### src/rtl/spi_opb_master.sv
// SPI-slave (mode 0) to OPB-master bridge: framed SPI commands become single-cycle
// DEC_RE / DEC_WE strobes, and captured read data is shifted back out on MISO.
module spi_opb_master #(
  parameter int SYNC_STAGES = 2,
  parameter int TURN_BITS   = 8
) (
  input  logic        OPB_CLK,
  input  logic        OPB_RST,
  input  logic        SPI_CS_N,
  input  logic        SPI_SCLK,
  input  logic        SPI_MOSI,
  output logic        SPI_MISO,
  output logic        SPI_MISO_OE,
  output logic        DEC_RE,
  output logic        DEC_WE,
  output logic [31:0] DEC_ADDR,
  output logic [31:0] DEC_DI,
  input  logic [31:0] DEC_DO,
  output logic        BUSY,
  output logic        FRAME_ERR
);
  localparam int CNT_MAX = (TURN_BITS > 32) ? TURN_BITS : 32;
  localparam int CW = $clog2(CNT_MAX + 1);
  // Chip select idles high so a reset never looks like a frame start.
  localparam logic [2:0] SYNC_RST = 3'b100;

  typedef enum logic [3:0] {
    IDLE, CMD, ADDR, DATA_WR, ISSUE_WR, ISSUE_RD, CAPTURE, TURN, DATA_RD, WAIT_CS
  } state_t;

  state_t        state_reg, state_next;
  logic [2:0]    async_in, synced;
  logic          cs_prev_reg, sclk_prev_reg;
  logic          cs_s, sclk_s, mosi_s, cs_fall, sclk_rise, sclk_fall;
  logic [CW-1:0] cnt_reg;
  logic [31:0]   sr_reg, shift_full, addr_reg, tx_reg, dec_addr_reg, dec_di_reg;
  logic          is_rd_reg, miso_reg, frame_err_reg, frame_err_next;
  logic          last_cmd, last_word, last_turn;

  assign async_in = {SPI_CS_N, SPI_SCLK, SPI_MOSI};

  genvar gi;
  generate
    for (gi = 0; gi < 3; gi++) begin : g_sync
      logic [SYNC_STAGES-1:0] chain_reg;
      always_ff @(posedge OPB_CLK) begin
        if (OPB_RST) chain_reg <= {SYNC_STAGES{SYNC_RST[gi]}};
        else         chain_reg <= {chain_reg[SYNC_STAGES-2:0], async_in[gi]};
      end
      assign synced[gi] = chain_reg[SYNC_STAGES-1];
    end
  endgenerate

  assign cs_s       = synced[2];
  assign sclk_s     = synced[1];
  assign mosi_s     = synced[0];
  assign cs_fall    = cs_prev_reg & ~cs_s;
  assign sclk_rise  = sclk_s & ~sclk_prev_reg;
  assign sclk_fall  = ~sclk_s & sclk_prev_reg;
  assign shift_full = {sr_reg[30:0], mosi_s};
  assign last_cmd   = sclk_rise && (cnt_reg == CW'(7));
  assign last_word  = sclk_rise && (cnt_reg == CW'(31));
  assign last_turn  = sclk_rise && (cnt_reg == CW'(TURN_BITS - 1));

  always_ff @(posedge OPB_CLK) begin
    if (OPB_RST) state_reg <= IDLE;
    else         state_reg <= state_next;
  end

  // A final rise always wins over a simultaneous CS_N release so the frame completes.
  always_comb begin
    state_next     = state_reg;
    frame_err_next = 1'b0;
    case (state_reg)
      IDLE:     if (cs_fall) state_next = CMD;
      CMD: begin
        if (last_cmd) begin
          if (shift_full[6:0] != 7'd0) begin
            state_next     = WAIT_CS;
            frame_err_next = 1'b1;
          end else begin
            state_next = ADDR;
          end
        end else if (cs_s) begin
          state_next     = IDLE;
          frame_err_next = 1'b1;
        end
      end
      ADDR: begin
        if (last_word)  state_next = is_rd_reg ? ISSUE_RD : DATA_WR;
        else if (cs_s) begin
          state_next     = IDLE;
          frame_err_next = 1'b1;
        end
      end
      DATA_WR: begin
        if (last_word)  state_next = ISSUE_WR;
        else if (cs_s) begin
          state_next     = IDLE;
          frame_err_next = 1'b1;
        end
      end
      ISSUE_WR: state_next = cs_s ? IDLE : WAIT_CS;
      ISSUE_RD: state_next = CAPTURE;
      CAPTURE:  state_next = TURN;
      TURN: begin
        if (last_turn)  state_next = DATA_RD;
        else if (cs_s) begin
          state_next     = IDLE;
          frame_err_next = 1'b1;
        end
      end
      DATA_RD: begin
        if (last_word)  state_next = WAIT_CS;
        else if (cs_s) begin
          state_next     = IDLE;
          frame_err_next = 1'b1;
        end
      end
      WAIT_CS:  if (cs_s) state_next = IDLE;
      default:  state_next = IDLE;
    endcase
  end

  always_comb begin
    DEC_RE      = (state_reg == ISSUE_RD);
    DEC_WE      = (state_reg == ISSUE_WR);
    BUSY        = (state_reg != IDLE);
    SPI_MISO_OE = ~cs_s;
    SPI_MISO    = miso_reg;
    FRAME_ERR   = frame_err_reg;
    DEC_ADDR    = dec_addr_reg;
    DEC_DI      = dec_di_reg;
  end

  always_ff @(posedge OPB_CLK) begin
    if (OPB_RST) begin
      cs_prev_reg   <= 1'b1;
      sclk_prev_reg <= 1'b0;
      cnt_reg       <= '0;
      sr_reg        <= '0;
      addr_reg      <= '0;
      tx_reg        <= '0;
      dec_addr_reg  <= '0;
      dec_di_reg    <= '0;
      is_rd_reg     <= 1'b0;
      miso_reg      <= 1'b0;
      frame_err_reg <= 1'b0;
    end else begin
      cs_prev_reg   <= cs_s;
      sclk_prev_reg <= sclk_s;
      frame_err_reg <= frame_err_next;
      if (state_next != state_reg) cnt_reg <= '0;
      else if (sclk_rise)          cnt_reg <= cnt_reg + CW'(1);
      if (sclk_rise && (state_reg == CMD || state_reg == ADDR || state_reg == DATA_WR))
        sr_reg <= shift_full;
      if (state_reg == CMD && state_next == ADDR) is_rd_reg <= sr_reg[6];
      if (state_reg == ADDR && state_next == DATA_WR) addr_reg <= shift_full;
      if (state_reg == ADDR && state_next == ISSUE_RD) dec_addr_reg <= shift_full;
      if (state_reg == DATA_WR && state_next == ISSUE_WR) begin
        dec_addr_reg <= addr_reg;
        dec_di_reg   <= shift_full;
      end
      // DEC_DO is valid during the cycle after the read strobe, i.e. while in CAPTURE.
      if (state_reg == CAPTURE)                  tx_reg <= DEC_DO;
      else if (state_reg == DATA_RD && sclk_fall) tx_reg <= {tx_reg[30:0], 1'b0};
      if (state_reg != DATA_RD)                  miso_reg <= 1'b0;
      else if (sclk_fall)                        miso_reg <= tx_reg[31];
    end
  end
endmodule
### config.mk
export PLATFORM = sky130hd
export DESIGN_NAME = spi_opb_master
export DESIGN_NICKNAME = d
export VERILOG_FILES = /design/src/rtl/spi_opb_master.sv
export SDC_FILE = /design/constraint.sdc
export NUM_CORES = 1
export LEC_CHECK = 0
export ABC_AREA = 1
export ABC_CLOCK_PERIOD_IN_PS = 4900
export CELL_PAD_IN_SITES_DETAIL_PLACEMENT = 1
export CELL_PAD_IN_SITES_GLOBAL_PLACEMENT = 1
export CORE_MARGIN = 1.5
export CORE_UTILIZATION = 23
export CTS_CLUSTER_DIAMETER = 150
export CTS_CLUSTER_SIZE = 25
export DETAILED_ROUTE_END_ITERATION = 16
export PLACE_DENSITY = 0.58
export SYNTH_ARGS = -nofsm -noshare
export SYNTH_HDL_FRONTEND = slang
export SYNTH_SLANG_ARGS = --single-unit
### constraint.sdc
create_clock -name OPB_CLK -period 4.9 [get_ports OPB_CLK]
set_clock_uncertainty 0.1 [all_clocks]
set_input_delay 0.735 -clock OPB_CLK [delete_from_list [all_inputs] [get_ports OPB_CLK]]
set_output_delay 0.735 -clock OPB_CLK [all_outputs]
set_load 0.05 [all_outputs]
# Yosys cells after proc, flatten, opt, wreduce, memory -nomap -nowiden
# Index checks and enable logic that the tools add are counted.
dict set report totals {
  ff_bits 180
  inputBits 37
  out_inout_bits 70
  elab_cells 78
}
dict set report classes {
  add_sub_neg 1
  n_eq_ne 17
  mux 21
  n_bitwise 6
  n_reduce_logical 18
}
# cell count
set op_table {}
lappend op_table {{$mux 32} 4}
lappend op_table {{$pmux 4 s10} 1}
lappend op_table {{$mux 4} 9}
lappend op_table {{$eq 4x3->1 const B} 6}
lappend op_table {{$eq 4x2->1 const B} 4}
lappend op_table {{$eq 4x4->1 const B} 2}
lappend op_table {{$logic_and 1x1->1} 8}
lappend op_table {{$reduce_bool 7->1} 1}
lappend op_table {{$add 6x1->6 const B} 1}
lappend op_table {{$eq 6x3->1 const B} 1}
lappend op_table {{$eq 6x5->1 const B} 1}
lappend op_table {{$mux 1} 5}
lappend op_table {{$eq 4x1->1 const B} 1}
lappend op_table {{$logic_not 4->1} 1}
lappend op_table {{$ne 4x4->1} 1}
lappend op_table {{$ne 4x4->1 const B} 1}
lappend op_table {{$reduce_bool 2->1} 2}
lappend op_table {{$reduce_bool 4->1} 1}
lappend op_table {{$reduce_or 2->1} 2}
lappend op_table {{$and 1x1->1} 3}
lappend op_table {{$mux 3} 1}
lappend op_table {{$not 1->1} 3}
lappend op_table {{$pmux 1 s3} 1}
lappend op_table {{$reduce_or 3->1} 1}
lappend op_table {{$logic_or 1x1->1} 2}

# Depth between registers and ports, before layout
# Gate-level depths: netlist of run 1.
dict set report logic_depth {
  depth_word 9
  ltp_mapped 14
  depth_no_buf 14
}

# Worst setup path after synthesis of run 1
# Ideal clock, no wire load.
dict set report synth_timing {
  kind {flip-flop to flip-flop}
  from {reg state_reg[2]}
  to {reg cnt_reg[0]}
  setup_ns 0.065
  t_arrival_ns 1.890
  t_required_ns 4.735
  path_slack_ns 2.845
  stages_incl_launch_ff 13
  path_buffers 0
  period_less_slack_ns 2.055
  path_cell_list {dfxtp_1 nand2_2 nor2_1 nand2_1 nand2_1 nor2_1 nand2_1 nor2_1 nand3_1 nand2_1 inv_1 nand3_2 nor2_1}
}
dict set report synth_between {
  word_cells_on_any_way 20
  classes_between {eq/ne (10); mux (8); reduce/logical (2)}
}
# item line
set synth_rtl {}
lappend synth_rtl {{start, declared} 31} ;# state_t state_reg, state_next;
lappend synth_rtl {{start signal, assigned} 67} ;# else state_reg <= state_next;
lappend synth_rtl {{$eq 4x3->1} --}
lappend synth_rtl {{via DEC_WE} 15} ;# output logic DEC_WE,
lappend synth_rtl {{$pmux 4 s10} 74} ;# case (state_reg)
lappend synth_rtl {{$ne 4x4->1} 153} ;# if (state_next != state_reg) cnt_reg <= '0;
lappend synth_rtl {{$reduce_or 2->1 (no source line)} --}
lappend synth_rtl {{end signal, assigned} 154} ;# else if (sclk_rise) cnt_reg <= cnt_reg + CW'(1);
lappend synth_rtl {{end, declared} 35} ;# logic [CW-1:0] cnt_reg;
# The timed path passes the listed nets, and every way through them passes these cells.
# A chain may end at the register's enable or synchronous reset.

# Worst setup path after layout of run 1
dict set report layout_timing {
  from {reg cnt_reg[0]}
  to {reg dec_di_reg[20] (netlist: DEC_DI[20])}
}
dict set report layout_between {
  elab_chain_len 6
  word_cells_on_any_way 12
  classes_between {eq/ne (3); mux (6); reduce/logical (3)}
}
# item line
set layout_rtl {}
lappend layout_rtl {{$eq 6x5->1 or $eq 6x3->1 (tied branches)} {62, 61, 63}}
lappend layout_rtl {{$logic_and 1x1->1, on equally long branches} {62, 61, 63}}
lappend layout_rtl {{$mux 4, on equally long branches} --}
lappend layout_rtl {{$pmux 4 s10 (*)} 74}
lappend layout_rtl {{$eq 4x3->1 (*)} 160} ;# if (state_reg == DATA_WR && state_next == ISSUE_WR) begin
lappend layout_rtl {{$logic_and 1x1->1 (*)} 160}
lappend layout_rtl {{end signal, assigned} 162} ;# dec_di_reg <= shift_full;
lappend layout_rtl {{end, declared} 36} ;# logic [31:0] sr_reg, shift_full, addr_reg, tx_reg, dec_addr_reg, dec_di_reg;
# Mark *: on every way between the ends. The rest lies on a longest branch, timed or not.

==> out/metrics.yaml, run 1 <==
status: "completed"
synth.most_common_cell: "dfxtp_1"
slew_headroom: 0.349
core_area_um2: 29600
num-fill-cells: 3509
clkSinkCount: 180
ioPinCount: 107
synthFlopType: "dfxtp_1"
grt_max_degree: 107
min-delay-start: "g_sync[2].chain_reg[0]"
routed_wl_um: 19400
final_util: 0.298
die-area_um2: 31000
synth_async_sr_flop_share: 0
powerDensity_nw_per_um2: 328
cts_hold_buf: 0
n_antenna_cell: 0
finalNonFillerCells: 1354
cp-end-kind: "flop"
ys_seq_elements: 180
clock_path_buffers: 2
cts.htree.levels: 4
fin_tns_setup_ns: 0
worstSetupPathType: "flop to flop"
worstReg2RegStart: "cnt_reg[0]"
postSynthAreaPerCell_um2: 7.82
r2r_setup_slack_ns: 1.73
dpl_cell_area_um2: 8230
worstPathMaxFanout: 47
rsz0062_at_grt: "no"
arrival_ns: 3.41
hold_viol: 0
drc: 0
gp_congestion: 0.773
report.final.slew_viol_count: 0
synth_cells: 882
p_total_mw: 2.88
syn_to_final_growth_pct: 27.7
cts.repair.resized: 0
worst_pin_slew_ns: 0.974
layout-drive-gt1-share: 0.0622
synth_edf_count: 0
clk_latency_ns: 0.43
whs_path_depth: 1
ctsRootBufferMaster: "clkbuf_16"
drt_iter0_drc: 292
synth_top_area_frac: 0.523
cts_tree: "yes"
numCtsBuffers: 17
r2r_end: "DEC_DI[20]"
ant_nets: 0
via_count: 6114
leakage_nw: 3.20
setup_viol: 0
first_global_vias: 6140
crit_required_ns: 5.14
post-cts-setup-buffers: 0
yosys_warnings: 0
hold_end: "g_sync[2].chain_reg[1]"
start_kind: "flop"
yosys.area.top_type: "dfxtp_1"
grt_pass1_wl_um: 32300
synth_nets: 920
die_x_um: 176
dp_hpwl_um: 12500
num_rows: 63
timing.fmax_ghz: 0.316
ys_types: 29
detail_route.wl_per_cell_um: 14.4
drv_cap: 0
nets: 990
ff2ff_path_depth: 10
die_h_um: 176
fin_crit_sh: 0.646
initial_core_util: 0.233
yosys-top-cells-area: "dfxtp_1 52%, a21oi_1 12%, o21ai_0 11%"
regArea_um2: 3600
grt_usage: 0.130
dp_cells: 1323
syn-cell-area_um2: 6890
vias_per_cell: 4.52
overflow: 0
seq_area_frac_synth: 0.523
drtPass1Iterations: 4
synth_common_cells: "180 x dfxtp_1, 166 x a21oi_1, 155 x o21ai_0"
min_path_type: "flop to flop"
final_area_um2: 8800
multiInputGateArea_um2: 2800
ir_drop_uv: 237
antenna_found_initial: 0
portBuffers: 106
min_period_ns: 3.17
cts.clk_slew.worst_paths_ns: 0.07
-- where the power goes --
part / internal [mW] / total, mW / switching [mW]
sequential: 1.47 / 1.47 / 0.00399
combinational: 0.0371 / 0.0792 / 0.0421
clock: 0.677 / 1.33 / 0.656
-- worst max-delay path: stages (launching register included) --
cell	delay [ns]
dfxtp_1	0.37
ha_1	0.19
nand3_1	0.12
nor2_4	0.15
nand2_2	0.10
o21ai_2	0.09
nand2_2	0.48
inv_2	0.78
buf_4	0.39
o21ai_0	0.12
a21oi_1	0.18
-- kinds of logic (layout without fill, tap and decap cells) --
family,Yosys count,count (layout),synth area share
mux,1,1,0.00145
simple gates,213,213,0.126
flops,180,180,0.523
fa+ha+maj,1,1,0.00181
xor+xnor,5,5,0.00635
compound gates,359,359,0.268
buf+inv,123,205,0.0735
-- per-stage QoR --
step | worst slack (ns) | hold slack [ns]
4_1_cts | 1.63 | 0.321
6_report | 1.73 | 0.316
3_3_place_gp | 1.75 | 0.294
5_1_grt | 1.33 | 0.330
2_1_floorplan | 2.84 | 0.288
3_5_place_dp | 1.64 | 0.301
-- routing by layer --
metal / vias to the layer above / track usage / share of wire
met5: - / 0 / 0
met4: 0 / 0.0374 / 0.0088
met3: 11 / 0.0299 / 0.047
met2: 101 / 0.209 / 0.45
met1: 2883 / 0.174 / 0.49
li1: 3119 / - / -
-- worst max path at each step --
stage                             from  slack, ns  cells past startpoint          to
after global placement      cnt_reg[0]       1.75                     10  DEC_DI[14]
after CTS                   cnt_reg[0]       1.63                     10  DEC_DI[20]
after global routing        cnt_reg[0]       1.33                     10  DEC_DI[20]
after detailed placement    cnt_reg[0]       1.64                     10  DEC_DI[20]
final                       cnt_reg[0]       1.73                     10  DEC_DI[20]
after floorplan           state_reg[2]       2.84                     12  cnt_reg[0]
-- layout by cell type (no fill, tap or decap), drive strengths merged, types with 2 or more instances in the layout --
master | Yosys | routed
a21oi | 166 | 166
a311oi | 3 | 3
a31oi | 29 | 29
buf | 27 | 7
clkbuf | 35 | 18
clkdlybuf4s50 | 0 | 106
clkinv | 1 | 9
dfxtp | 180 | 180
inv | 60 | 65
nand2 | 145 | 145
nand3 | 16 | 16
nor2 | 46 | 46
nor3 | 3 | 3
o21ai | 161 | 161
or2 | 2 | 2
xor2 | 4 | 4
-- layout make-up --
class / instances / share of cell area
Timing Repair Buffer: 113 / 0.127
Tap cell: 390 / 0.0555
Sequential cell: 180 / 0.409
Clock inverter: 13 / 0.0159
Clock buffer: 18 / 0.0488
Inverter: 61 / 0.0262
Multi-Input combinational cell: 579 / 0.318
Note: power is estimated with default switching activity, not from simulation.
==> run 2, diff against run 1 <==
--- a/config.mk
+++ b/config.mk
@@ -6,7 +6,7 @@
 export NUM_CORES = 1
 export LEC_CHECK = 0
 export ABC_AREA = 1
-export ABC_CLOCK_PERIOD_IN_PS = 4900
+export ABC_CLOCK_PERIOD_IN_PS = 3050
 export CELL_PAD_IN_SITES_DETAIL_PLACEMENT = 1
 export CELL_PAD_IN_SITES_GLOBAL_PLACEMENT = 1
 export CORE_MARGIN = 1.5
==> constraint.sdc (replaced) <==
create_clock -name OPB_CLK -period 3.05 [get_ports OPB_CLK]
set_clock_uncertainty 0.1 [all_clocks]
set_input_delay 0.4575 -clock OPB_CLK [delete_from_list [all_inputs] [get_ports OPB_CLK]]
set_output_delay 0.4575 -clock OPB_CLK [all_outputs]
set_load 0.05 [all_outputs]
==> out/metrics.yaml, run 2 (synthesis results as in run 1) <==
status: "completed"  # unchanged
clkSinkCount: 180  # unchanged
grt_usage: 0.130  # about the same
drt_iter0_drc: 327  # was 292
n_antenna_cell: 0  # unchanged
fin_tns_setup_ns: 0  # unchanged
crit_family: "buffers and inverters"  # unchanged
cp_slowest_cell: "clkdlybuf4s50_1"  # was inv_2
powerDensity_nw_per_um2: 528  # was 328 nW/um^2
vias_per_cell: 4.48  # was 4.52
drc: 0  # unchanged
mostFrequentLayoutCell: "dfxtp_1"  # unchanged
num_rows: 63  # unchanged
min_period_ns: 2.58
die_x_um: 176  # unchanged
arrival_ns: 2.03  # was 3.41 ns
routed_wl_um: 19400  # about the same
final_cell_mix: "180 x dfxtp_1, 166 x a21oi_1, 155 x o21ai_0, 139 x nand2_1, 106 x clkdlybuf4s50_1"  # unchanged
layout-drive-gt1-share: 0.0719  # was 0.0622
clock_path_buffers: 2  # unchanged
via_count: 6112  # was 6114
cts.repair.resized: 0  # unchanged
start_kind: "flop"  # unchanged
timing.fmax_ghz: 0.387
die_h_um: 176  # unchanged
antenna_found_initial: 0  # unchanged
setup_viol: 0  # unchanged
grt_pass1_wl_um: 32400  # was 32300 um
detail_route.wl_per_cell_um: 14.2  # was 14.4 um
rsz0062_at_grt: "no"  # unchanged
numCtsBuffers: 17  # unchanged
path_cells: "inv_1 -> nand2_1 -> nor2_1 -> clkdlybuf4s50_1"  # was ha_1 -> nand3_1 -> nor2_4 -> nand2_2 -> o21ai_2 -> nand2_2 -> inv_2 -> buf_4 -> o21ai_0 -> a21oi_1
worst_pin_slew_ns: 0.715  # was 0.974 ns
syn_to_final_growth_pct: 30.2  # was 27.7%
pre_cts_slack_ns: 0.720  # was 1.64 ns
setup_slack_ns: 0.467  # was 1.73 ns
leakage_nw: 3.27  # was 3.20 nW
nets: 998  # was 990
cp-end-kind: "output pin"  # was flop
drtPass1Iterations: 4  # unchanged
crit_required_ns: 2.49  # was 5.14 ns
ioPinCount: 107  # unchanged
dp_hpwl_um: 12500  # about the same
ir_drop_uv: 335  # was 237 uV
first_global_vias: 6214  # was 6140
clk_latency_ns: 0.43  # about the same
cts.clk_slew.worst_paths_ns: 0.08  # was 0.07 ns
report.final.slew_viol_count: 0  # unchanged
hold_viol: 0  # unchanged
overflow: 0  # unchanged
worstSetupPathType: "flop to output pin"  # was flop to flop
gp_congestion: 0.740  # was 0.773
critPathBufInv: 2  # unchanged
fin_crit_sh: 0.847
post-cts-setup-buffers: 0  # unchanged
die-area_um2: 31000  # unchanged
num-fill-cells: 3536  # was 3509
core_area_um2: 29600  # unchanged
grt_max_degree: 65  # was 107
cts.htree.levels: 4  # unchanged
cts_tree: "yes"  # unchanged
slew_headroom: 0.522  # was 0.349
max_stage_delay_ns: 0.84  # was 0.78 ns
drv_cap: 0  # unchanged
ctsRootBufferMaster: "clkbuf_16"  # unchanged
ant_nets: 0  # unchanged
initial_core_util: 0.233  # unchanged
portBuffers: 106  # unchanged
min_path_type: "flop to flop"  # unchanged
worstPathMaxFanout: 6  # was 47
cts_hold_buf: 0  # unchanged
==> run 2: changes by cell type in the layout (fill, tap and decap cells not counted), sizes merged <==
cell | previous run | this run
buf | 7 | 15
clkinv | 9 | 7
clkbuf | 18 | 19
clkinvlp | 0 | 1
inv | 65 | 66
==> run 2: cell type report <==
cell class              count  area, um^2  share of cell area
clock buffers              19         453              0.0505
well taps                 390         488              0.0544
clock inverters            13         155              0.0173
multi-input cells         579        2800               0.311
repair buffers            121        1250               0.139
inverters                  61         230              0.0257
flip-flops and latches    180        3600               0.402
==> run 2: through the flow <==
| stage | hold slack, ns | util | total power [mW] | std cells | area (um^2) |
|---|---|---|---|---|---|
| after detailed placement | 0.297 | 0.283 | 2.56 | 1331 | 8370 |
| after global placement | 0.295 | 0.283 | 2.56 | 1331 | 8370 |
| after floorplan | 0.288 | - | 2.48 | 882 | 6890 |
| after CTS | 0.309 | 0.304 | 4.82 | 1363 | 8970 |
| final | 0.306 | 0.304 | 4.74 | 1363 | 8970 |
| after global routing | 0.327 | 0.304 | 4.94 | 1363 | 8970 |
==> run 2: worst min-delay path, cell delays in order (launching register included) <==
cell and delay (ns):
dfxtp_1 0.30, inv_1 0.04, nor2_1 0.03
==> run 2: routing by layer <==
layer	vias to the layer above	wire [um]	track usage
met2	88	8800	0.208
met1	2878	9790	0.175
li1	3130	-	-
met4	0	222	0.0413
met5	-	0	0
met3	16	602	0.0271
==> run 2: power breakdown <==
group	switching (mW)	internal, mW
registers	0.00714	2.36
clock network	1.08	1.15
logic	0.0704	0.0698
total	1.16	3.58
==> run 2: worst paths after layout <==
path | slack, ns | from | cells past startpoint | to
setup / recovery | 0.47 | state_reg[0] | 4 | DEC_WE
hold / removal | 0.31 | g_sync[1].chain_reg[0] | 2 | g_sync[1].chain_reg[1]
setup reg to reg | 0.72 | cnt_reg[0] | 12 | cnt_reg[5]
hold reg to reg | 0.31 | g_sync[1].chain_reg[0] | 2 | g_sync[1].chain_reg[1]
==> RTL edit, RTL diff (flow settings as in run 1) <==
Encoding of `state_t`: now one-hot (10 bits for 10 states).
--- a/src/rtl/spi_opb_master.sv
+++ b/src/rtl/spi_opb_master.sv
@@ -24,8 +24,8 @@
   // Chip select idles high so a reset never looks like a frame start.
   localparam logic [2:0] SYNC_RST = 3'b100;
 
-  typedef enum logic [3:0] {
-    IDLE, CMD, ADDR, DATA_WR, ISSUE_WR, ISSUE_RD, CAPTURE, TURN, DATA_RD, WAIT_CS
+  typedef enum logic [9:0] {
+    IDLE = 10'b0000000001, CMD = 10'b0000000010, ADDR = 10'b0000000100, DATA_WR = 10'b0000001000, ISSUE_WR = 10'b0000010000, ISSUE_RD = 10'b0000100000, CAPTURE = 10'b0001000000, TURN = 10'b0010000000, DATA_RD = 10'b0100000000, WAIT_CS = 10'b1000000000
   } state_t;
 
   state_t        state_reg, state_next;
Check against the original RTL: no difference found for any inputs over 10 cycles, from zero or initial values and one cycle with OPB_RST high; not proved beyond that.
==> RTL edit against run 1 <==
- wire length up 18%
- worst setup slack worse by 150 ps
- sequential power up 3%
- critical path depth down 5
- clock power up 8%
- synthesized cell count up 13%
- sequential cell count up 6
- non-clock buffer count up 1
- area after synthesis up 15%
- power up 6.1%
- final area up 13%
- register-to-register slack better by 180 ps
- utilization down 0.26 points
- highest routed layer unchanged
==> RTL edit: results (changes against run 1) <==
* Worst IR drop on VDD at 0.0001602 V (was 0.0002367 V)
* Final core utilization at 0.2951 (was 0.2977)
* Via count normalized by instance count at 4.485 (was 4.516)
* Slowest cell on the critical path: sky130_fd_sc_hd__clkdlybuf4s50_1 (was sky130_fd_sc_hd__inv_2)
* Commonest cells post-synth: 186 x sky130_fd_sc_hd__dfxtp_1, 131 x sky130_fd_sc_hd__nor2_1, 124 x sky130_fd_sc_hd__nand2_1 (was 180 x sky130_fd_sc_hd__dfxtp_1, 166 x sky130_fd_sc_hd__a21oi_1, 155 x sky130_fd_sc_hd__o21ai_0)
* Place WS at 1892 ps (was 1644 ps)
* Number of register bits inferred by synthesis at 186 (was 180)
* NetSw at 762.3 uW (was 701.9 uW)
* Final period util at 0.6763 (was 0.6460)
* Drt initial violations at 352 (was 292)
* Lkg Pwr at 0.003365 uW (was 0.003197 uW)
* Worst min-delay path endpoint: g_sync[0].chain_reg[1] (was g_sync[2].chain_reg[1])
* Mean Syn Cell Area at 7.960 um2 (was 7.815 um2)
* Cell count after synthesis at 995 (was 882)
* Crit-path leading delay family: simple AND/OR/NAND/NOR gates (was buffers and inverters)
* Total routed wirelength at 23040 um (was 19440 um)
* Number of filler cells placed in the layout at 4010 (was 3509)
* Number of combinational gates with multiple inputs at 654 (was 579)
* First-pass GRT wire length at 37630 um (was 32300 um)
* WL per Instance at 15.07 um (was 14.36 um)
* ClkCell Share at 0.06153 (was 0.06470)
* Actual slew at the worst max-slew pin at 1067 ps (was 973.7 ps)
* Hold-critical path depth at 2 (was 1)
* Hold path start: g_sync[0].chain_reg[0] (was g_sync[2].chain_reg[0])
* Crit Path Class: reg2out (was reg2reg)
* Fraction of layout instances using a drive strength above 1 at 0.1147 (was 0.06224)
* Global-route total usage across every layer at 0.1319 (was 0.1303)
* Sequential portion of the cell area at 0.3745 (was 0.4095)
* Adder-Cell Fraction of Synth Area at 0.001580 (was 0.001815)
* Final HPWL from detailed placement at 15800 um (was 12520 um)
* Share of the synthesized area in compound gates (AO/OA/AOI/OAI) at 0.2463 (was 0.2681)
* Arrival time worst endpoint at 2480 ps (was 3410 ps)
* Via count of the first global-routing pass at 7019 (was 6140)
* Part of the Yosys area used for sequential elements at 0.4701 (was 0.5228)
* Top area cells in the synthesized netlist: sky130_fd_sc_hd__dfxtp_1 47%, sky130_fd_sc_hd__a21oi_1 7.1%, sky130_fd_sc_hd__nor2_1 6.2% (was sky130_fd_sc_hd__dfxtp_1 52%, sky130_fd_sc_hd__a21oi_1 12%, sky130_fd_sc_hd__o21ai_0 11%)
* Worst reg2reg path endpoint: DEC_DI[28] (was DEC_DI[20])
* Number of non-clock buffers in the layout at 114 (was 113)
* Pin count of the biggest net entering global routing at 67 (was 107)
* Multi-input gate share of total cell area at 0.3591 (was 0.3176)
* Layout inverter count without the clock tree at 95 (was 61)
* Status: completed (unchanged)
* Post-placement cell count at 1497 (was 1323)
## RTL edit: cell count changes after synthesis, sizes merged, moves of 17 or more
cell	run 1	this run
nor2	46	150
o21ai	161	90
a211oi	0	70
a21oi	166	113
inv	60	92
a31oi	29	12
## RTL edit: worst min-delay path, delay by kind of cell, from the launching register on
kind,cells,cell delay (ps)
buf+inv,1,40
simple gates,1,30
flops,1,300
## RTL edit: power by group through the flow
| stage | Combinational [uW] | Clock (uW) | Sequential (uW) |
|---|---|---|---|
| after global placement | 118 | 0 | 1550 |
| after detailed placement | 117 | 0 | 1550 |
| final | 115 | 1430 | 1520 |
| after global routing | 127 | 1540 | 1520 |
| after CTS | 117 | 1490 | 1520 |
| after floorplan | 65.0 | 0 | 1550 |
## RTL edit: routing by layer
layer  global-route usage  vias to the layer above  wire [um]
met3              0.02421                       12        602
met2               0.2182                       76      10890
met5                    0                        -          0
li1                     -                     3516          -
met4              0.03938                        0        284
met1               0.1741                     3253      11260
